==> src/rtl/axis32_to_ad936x_tx.sv <==
// axis32_to_ad936x_tx: AXI4-Stream {I,Q} words to AD936x CMOS DDR transmit halves.
// Buffers the stream in a FIFO and plays it out one word per clock. Until enough
// data has been buffered, or when the buffer runs dry, it sends zero samples.
// Optional macro AXIS32_TX_SAT_EN: saturate each 16-bit component to 12 bits
// instead of truncating it.
// Ports:
//   tx_clk_in, tx_resetn      : data clock, asynchronous active-low reset
//   tx_enable                 : stream enable
//   s_axis_t*                 : 32-bit AXIS input, [31:16]=I, [15:0]=Q (tkeep/tlast ignored)
//   tx_d_pos / tx_d_neg       : 12-bit I / Q for the rising / falling ODDR half
//   tx_f_pos / tx_f_neg       : constant FRAME pattern 0 / 1
//   tx_active, underflow_cnt  : RUN indicator, saturating underflow event count
module axis32_to_ad936x_tx #(
    parameter int FIFO_DEPTH    = 16,
    parameter int PREFILL_LEVEL = 8
) (
    input  logic        tx_clk_in,
    input  logic        tx_resetn,
    input  logic        tx_enable,
    input  logic [31:0] s_axis_tdata,
    input  logic        s_axis_tvalid,
    output logic        s_axis_tready,
    input  logic [3:0]  s_axis_tkeep,
    input  logic        s_axis_tlast,
    output logic [11:0] tx_d_pos,
    output logic [11:0] tx_d_neg,
    output logic        tx_f_pos,
    output logic        tx_f_neg,
    output logic        tx_active,
    output logic [15:0] underflow_cnt
);
    localparam int AW = $clog2(FIFO_DEPTH);
    localparam logic [AW:0] LVL_FULL = (AW+1)'(FIFO_DEPTH);
    localparam logic [AW:0] LVL_PRE  = (AW+1)'(PREFILL_LEVEL);

    typedef enum logic [1:0] {S_IDLE, S_PREFILL, S_RUN} state_t;

    state_t        r_state, w_next;
    logic [31:0]   r_mem [FIFO_DEPTH];
    logic [AW-1:0] r_wptr, r_rptr;
    logic [AW:0]   r_level;
    logic          r_ready, r_active;
    logic [11:0]   r_d_pos, r_d_neg;
    logic [15:0]   r_uf_cnt;
    logic          w_wr, w_pop, w_uf, w_empty;
    logic [31:0]   w_rd;
    logic [11:0]   w_i, w_q;
    logic          w_unused;

    assign w_unused = &{1'b0, s_axis_tkeep, s_axis_tlast};

    // r_ready keeps tready low while reset is held, independent of the level
    assign s_axis_tready = r_ready && (r_level != LVL_FULL);
    assign w_wr          = s_axis_tvalid && s_axis_tready;
    assign w_empty       = (r_level == '0);
    assign w_rd          = r_mem[r_rptr];

`ifdef AXIS32_TX_SAT_EN
    function automatic logic [11:0] f_sat(input logic signed [15:0] x);
        f_sat = (x > 16'sd2047) ? 12'h7FF : (x < -16'sd2048) ? 12'h800 : x[11:0];
    endfunction
    assign w_i = f_sat(w_rd[31:16]);
    assign w_q = f_sat(w_rd[15:0]);
`else
    logic w_unused_trunc;
    assign w_unused_trunc = ^{w_rd[31:28], w_rd[15:12]};
    assign w_i = w_rd[27:16];
    assign w_q = w_rd[11:0];
`endif

    // Enable drop wins over underflow; an empty RUN slot is the only underflow event
    always_comb begin
        w_next = r_state;
        w_pop  = 1'b0;
        w_uf   = 1'b0;
        case (r_state)
            S_IDLE:    w_next = tx_enable ? S_PREFILL : S_IDLE;
            S_PREFILL: w_next = !tx_enable ? S_IDLE : (r_level >= LVL_PRE) ? S_RUN : S_PREFILL;
            S_RUN: begin
                w_pop  = tx_enable && !w_empty;
                w_uf   = tx_enable && w_empty;
                w_next = !tx_enable ? S_IDLE : w_empty ? S_PREFILL : S_RUN;
            end
            default:   w_next = S_IDLE;
        endcase
    end

    always_ff @(posedge tx_clk_in) begin
        if (w_wr) r_mem[r_wptr] <= s_axis_tdata;
    end

    always_ff @(posedge tx_clk_in or negedge tx_resetn) begin
        if (!tx_resetn) begin
            r_state  <= S_IDLE;
            r_wptr   <= '0;
            r_rptr   <= '0;
            r_level  <= '0;
            r_ready  <= 1'b0;
            r_active <= 1'b0;
            r_d_pos  <= '0;
            r_d_neg  <= '0;
            r_uf_cnt <= '0;
        end else begin
            r_state  <= w_next;
            r_ready  <= 1'b1;
            r_active <= (w_next == S_RUN);
            if (w_wr) r_wptr <= r_wptr + AW'(1);
            if (w_pop) r_rptr <= r_rptr + AW'(1);
            r_level  <= r_level + (AW+1)'(w_wr) - (AW+1)'(w_pop);
            r_d_pos  <= w_pop ? w_i : 12'h000;
            r_d_neg  <= w_pop ? w_q : 12'h000;
            if (w_uf && r_uf_cnt != 16'hFFFF) r_uf_cnt <= r_uf_cnt + 16'd1;
        end
    end

    assign tx_d_pos      = r_d_pos;
    assign tx_d_neg      = r_d_neg;
    assign tx_f_pos      = 1'b0;
    assign tx_f_neg      = 1'b1;
    assign tx_active     = r_active;
    assign underflow_cnt = r_uf_cnt;
endmodule

==> config.mk <==
export PLATFORM = sky130hd
export DESIGN_NAME = axis32_to_ad936x_tx
export DESIGN_NICKNAME = d
export VERILOG_FILES = /design/src/rtl/axis32_to_ad936x_tx.sv
export SDC_FILE = /design/constraint.sdc
export NUM_CORES = 1
export LEC_CHECK = 0
export CORE_ASPECT_RATIO = 1.5
export CORE_MARGIN = 1
export CORE_UTILIZATION = 58
export CTS_CLUSTER_DIAMETER = 120
export CTS_CLUSTER_SIZE = 28
export DETAILED_ROUTE_END_ITERATION = 6
export GPL_ROUTABILITY_DRIVEN = 0
export PLACE_DENSITY = 0.87
export SLEW_MARGIN = 10
export SYNTH_ARGS = -nofsm -noshare
export SYNTH_HDL_FRONTEND = slang
export SYNTH_SLANG_ARGS = --single-unit
==> constraint.sdc <==
create_clock -name tx_clk_in -period 8.8 [get_ports tx_clk_in]
set_input_delay 1.76 -clock tx_clk_in [delete_from_list [all_inputs] [get_ports tx_clk_in]]
set_output_delay 1.76 -clock tx_clk_in [all_outputs]
set_load 0.005 [all_outputs]
# Word-level counts from Yosys, hierarchy flattened
# Memory sizes are Yosys's and may differ from the RTL's.
# Index checks and enable logic that the tools add are counted.
# W data, S select, Z words.
totals:
  reg_bits: 57
  ramBits: 512
  in_bits: 41
  out_inout_bits: 44
  memories: 1
memory_table:
  columns: ["name", "depth", "width", "read_ports", "rd_ports_with_merged_regs", "wr", "line_no", "text"]
  rows:
  - ["r_mem", 16, 32, 1, 0, 1, "39", "logic [31:0] r_mem [FIFO_DEPTH];"]
classes:
  addsub: 5
  magnitude_cmp: 1
  n_eq_ne: 5
  n_mux: 12
  n_reduce_logical: 8
op_table:
  columns: ["op", "count"]
  rows:
  - ["$mux W12", 2]
  - ["$add A16 B1 Y16 const B", 1]
  - ["$ne A16 B16 Y1 const B", 1]
  - ["$add A4 B1 Y4 const B", 2]
  - ["$mux W2", 4]
  - ["$pmux W2 S3", 1]
  - ["$add A5 B1 Y5", 1]
  - ["$ge A5 B4 Y1 const B", 1]
  - ["$logic_and A1 B1 Y1", 5]
  - ["$logic_not A5 Y1", 1]
  - ["$mux W1", 5]
  - ["$ne A5 B5 Y1 const B", 1]
  - ["$sub A5 B1 Y5", 1]
  - ["$eq A2 B2 Y1 const B", 2]
  - ["$eq A2 B1 Y1 const B", 1]
  - ["$logic_not A2 Y1", 1]
  - ["$logic_not A1 Y1", 1]

# Depth between registers and ports, before layout
logic_depth:
  ltp_word: 5
  mapped_depth: 15

# Worst setup path before layout
# No wires, ideal clock.
synth_path:
  path_kind: "in2reg"
  startpoint: "input port s_axis_tvalid"
  endpoint: "memory r_mem[3][0] (enable)"
  setup_ns: 0.435
  arrival_ns: 4.013
  slack_ns: 4.352
  cell_stages: 4
  path_buffers: 1
  cell_sequence: "o311a_1 -> clkbuf_1 -> nand2_1 -> nor3_1"
synth_via:
  elab_chain_cells: 3
synth_rtl:
  columns: ["element", "line_no", "text"]
  rows:
  - ["start, declared", "21", "input logic s_axis_tvalid,"]
  - ["$logic_and A1 B1 Y1", "54", "assign w_wr = s_axis_tvalid && s_axis_tready;"]
  - ["$mux W1", "89", "if (w_wr) r_mem[r_wptr] <= s_axis_tdata;"]
  - ["$mux W1 (not written as such)", "89", null]
  - ["end, declared", "39", null]
# Every way passes these cells.

# Final worst setup path
layout_path:
  startpoint: "input port s_axis_tvalid"
  endpoint: "memory r_mem[3][19] (enable)"
# Same word-level chain as after synthesis.

==> flow_summary.yaml <==
clocking:
  cts_tree: "yes"
  post_cts_resized: 0
  ctsHoldBuffers: 0
  cts_num_sinks: 441
  ctsRootBufferMaster: "clkbuf_16"
  clk_latency_ns: 0.52
  numCtsBuffers: 19
  cts_setup_buffers: 0
  htreeDepth: 1
  path_clk_slew_ns: 0.11
  cts_max_path_buffers: 3
placement:
  io_buffers: 69
  placed_cell_area_um2: 18200
  preCtsSetupSlack_ns: 4.15
  hpwl_um: 18600
die:
  die_h_um: 212
  die_w_um: 142
  start_util_pct: 59.0
  die_area_um2: 30000
  row_count: 76
  ios: 85
  coreArea_um2: 28800
routing:
  first_pass_iters: 5
  wirelength_um: 32800
  ant_nets: 0
  drt_iter0_markers: 754
  avgViaCountPerCell: 6.28
  drc_errors: 0
  wl_per_cell_um: 25.4
  via_count: 8098
setup_path:
  crit_path_start_kind: "input pin"
  end_kind: "flop"
  crit_family: "simple AND/OR/NAND/NOR gates"
  cpPeakStageDelay_ns: 0.97
  worstSetupPathType: "input pin to flop"
  cp_num_buf_inv: 2
  cpMaxStageDelayCell: "nor3_2"
  worstPathArrival_ns: 4.39
  cp_data_required_time_ns: 9.01
  cp_max_fo: 13
  crit_chain: "clkdlybuf4s50_1 > o311a_1 > nand2_1 > nor3_2 > buf_4"
global_routing:
  grt_pass1_wl_um: 49700
  track_usage_pct: 22.7
  grt_pass1_vias: 8449
  antenna_found_initial: 1
  grt-ovfl-total: 0
  grt_max_degree: 58
synth:
  synth_warnings: 0
  synth_top_area_share_pct: 67.8
  ys.flop_type: "edfxtp_1"
  ys_async_sr_fraction_pct: 12.9
  synth_area_leader_cell: "edfxtp_1"
  netlist_area_um2: 17000
  synth_edf_count: 384
  synth_area_leaders: "edfxtp_1 68%, mux4_2 13%, dfrtp_1 8.4%, a211oi_1 2.1%, mux2i_1 1.4%"
  yosysSeqAreaShare_pct: 76.2
  syn_inst: 816
  synth_area_per_cell_um2: 20.8
  ys_ff_latch: 441
  synth_cell_type_count: 41
run_status:
  status: "complete, no violations"
timing:
  drv_slew: 0
  finClkSkew_ns: 0.0143
  clock.fmax_mhz: 239
  relSlewSlack_pct: 18.9
  min_period_ns: 4.19
  hold_ws_ns: 0.503
  hold_violations: 0
  rsz0062_at_grt: "false"
  setup_viol: 0
  worst_pin_slew_ns: 1.21
  final.setup.worst_slack_ns: 4.61
  tns_ns: 0
  period_share_pct: 47.6
pwr:
  power_density_nw_per_um2: 254
  p_leak_nw: 6.08
  ir_drop_uv: 147
min_path:
  hold_path_class: "flop to flop"
layout:
  final_cell_area_um2: 18800
  syn_to_final_growth_pct: 10.3
  post-route-util_pct: 65.1
  drive_above_1_share_pct: 18.2
  seqCellArea_um2: 13000
  nFillCells: 1778
  multi_input_area_um2: 3850
  layout.nets: 943
run:
  maxCapViolCount: 0
[stage by stage]
stage | total power (W) | instances
3_3_place_gp | 0.00376 | 1256
5_1_grt | 0.00495 | 1290
2_1_floorplan | 0.00348 | 817
6_report | 0.00475 | 1290
3_5_place_dp | 0.00380 | 1256
4_1_cts | 0.00479 | 1289
[report_power, final]
group          leakage (nW)  internal, W  switching, W
sequential             4.22      0.00242      0.000188
combinational          1.61     0.000608      0.000536
clock                 0.254     0.000416      0.000590
[routing by layer]
layer / share of wire (%) / global-route usage (%)
met1: 38 / 28.1
met2: 54 / 41.5
met3: 4.9 / 2.01
met4: 2.9 / 8.31
met5: 0 / 0
[final timing paths]
path                                    from                 to  slack [ns]  depth (start not counted)
setup / recovery               s_axis_tvalid       r_mem[3][19]        4.61                          5
hold reg to reg            underflow_cnt[15]  underflow_cnt[15]        0.50                          1
setup reg to reg                  r_level[2]       r_mem[3][19]        5.55                          7
min in group asynchronous          tx_resetn        tx_d_neg[4]        1.40                          2
hold / removal             underflow_cnt[15]  underflow_cnt[15]        0.50                          1
max in group asynchronous          tx_resetn          r_rptr[0]        6.75                          2
[cells by family (layout without fill, tap and decap cells)]
family,count (synthesis),after routing,synth area share (%)
flip-flops,441,441,76.2
multiplexers,121,121,14.2
AND/OR/NAND/NOR,95,95,3.07
AO/OA/AOI/OAI,64,64,2.77
buffers and inverters,56,138,1.40
XOR/XNOR,22,22,1.13
adder cells (fa/ha/maj),15,15,1.15
other,2,4,0.0442
[cell usage in the layout (no fill, tap or decap), types with 5 or more instances in the layout]
master           instances
a211oi_1                48
nand3_1                  5
mux2i_1                 24
clkdlybuf4s50_1         68
edfxtp_1               384
nor3_1                   7
nor2_2                  12
xnor2_1                 10
xor2_1                  12
mux4_2                  96
buf_4                   22
nor2b_1                 24
inv_1                   14
ha_1                    14
nand2_1                 18
nand4_1                  6
dfrtp_1                 53
clkbuf_16               19
clkbuf_1                13
[flip-flops by register name (all words and copies together) (netlist names)]
register / cells
r_mem: 384
underflow_cnt: 16
tx_d_neg: 12
tx_d_pos: 12
r_level: 5
r_rptr: 4
r_wptr: 4
r_state: 2
r_ready: 1
tx_active: 1
[area by class of cell]
| type | instances | area share [%] |
|---|---|---|
| Sequential cell | 441 | 69.2 |
| Multi-Input combinational cell | 320 | 20.6 |
| Timing Repair Buffer | 91 | 4.54 |
| Clock buffer | 32 | 2.80 |
| Tap cell | 390 | 2.60 |
| Inverter | 14 | 0.280 |
| Clock inverter | 1 | 0.0467 |
| Antenna cell | 1 | 0.0133 |
[Yosys cell counts, drive strengths merged, types with 3 or more instances]
| cell type | count |
|---|---|
| a21oi | 3 |
| nor2 | 15 |
| nor3 | 11 |
| ha | 14 |
| mux2i | 24 |
| nand4 | 6 |
| nor4 | 4 |
| nand3 | 5 |
| edfxtp | 384 |
| inv | 14 |
| nor2b | 24 |
| o21ai | 3 |
| buf | 22 |
| nand2 | 18 |
| xor2 | 12 |
| clkbuf | 20 |
| mux4 | 96 |
| a211oi | 48 |
| and4 | 3 |
| xnor2 | 10 |
| dfrtp | 57 |
Note: power is estimated with default switching activity, not from simulation.
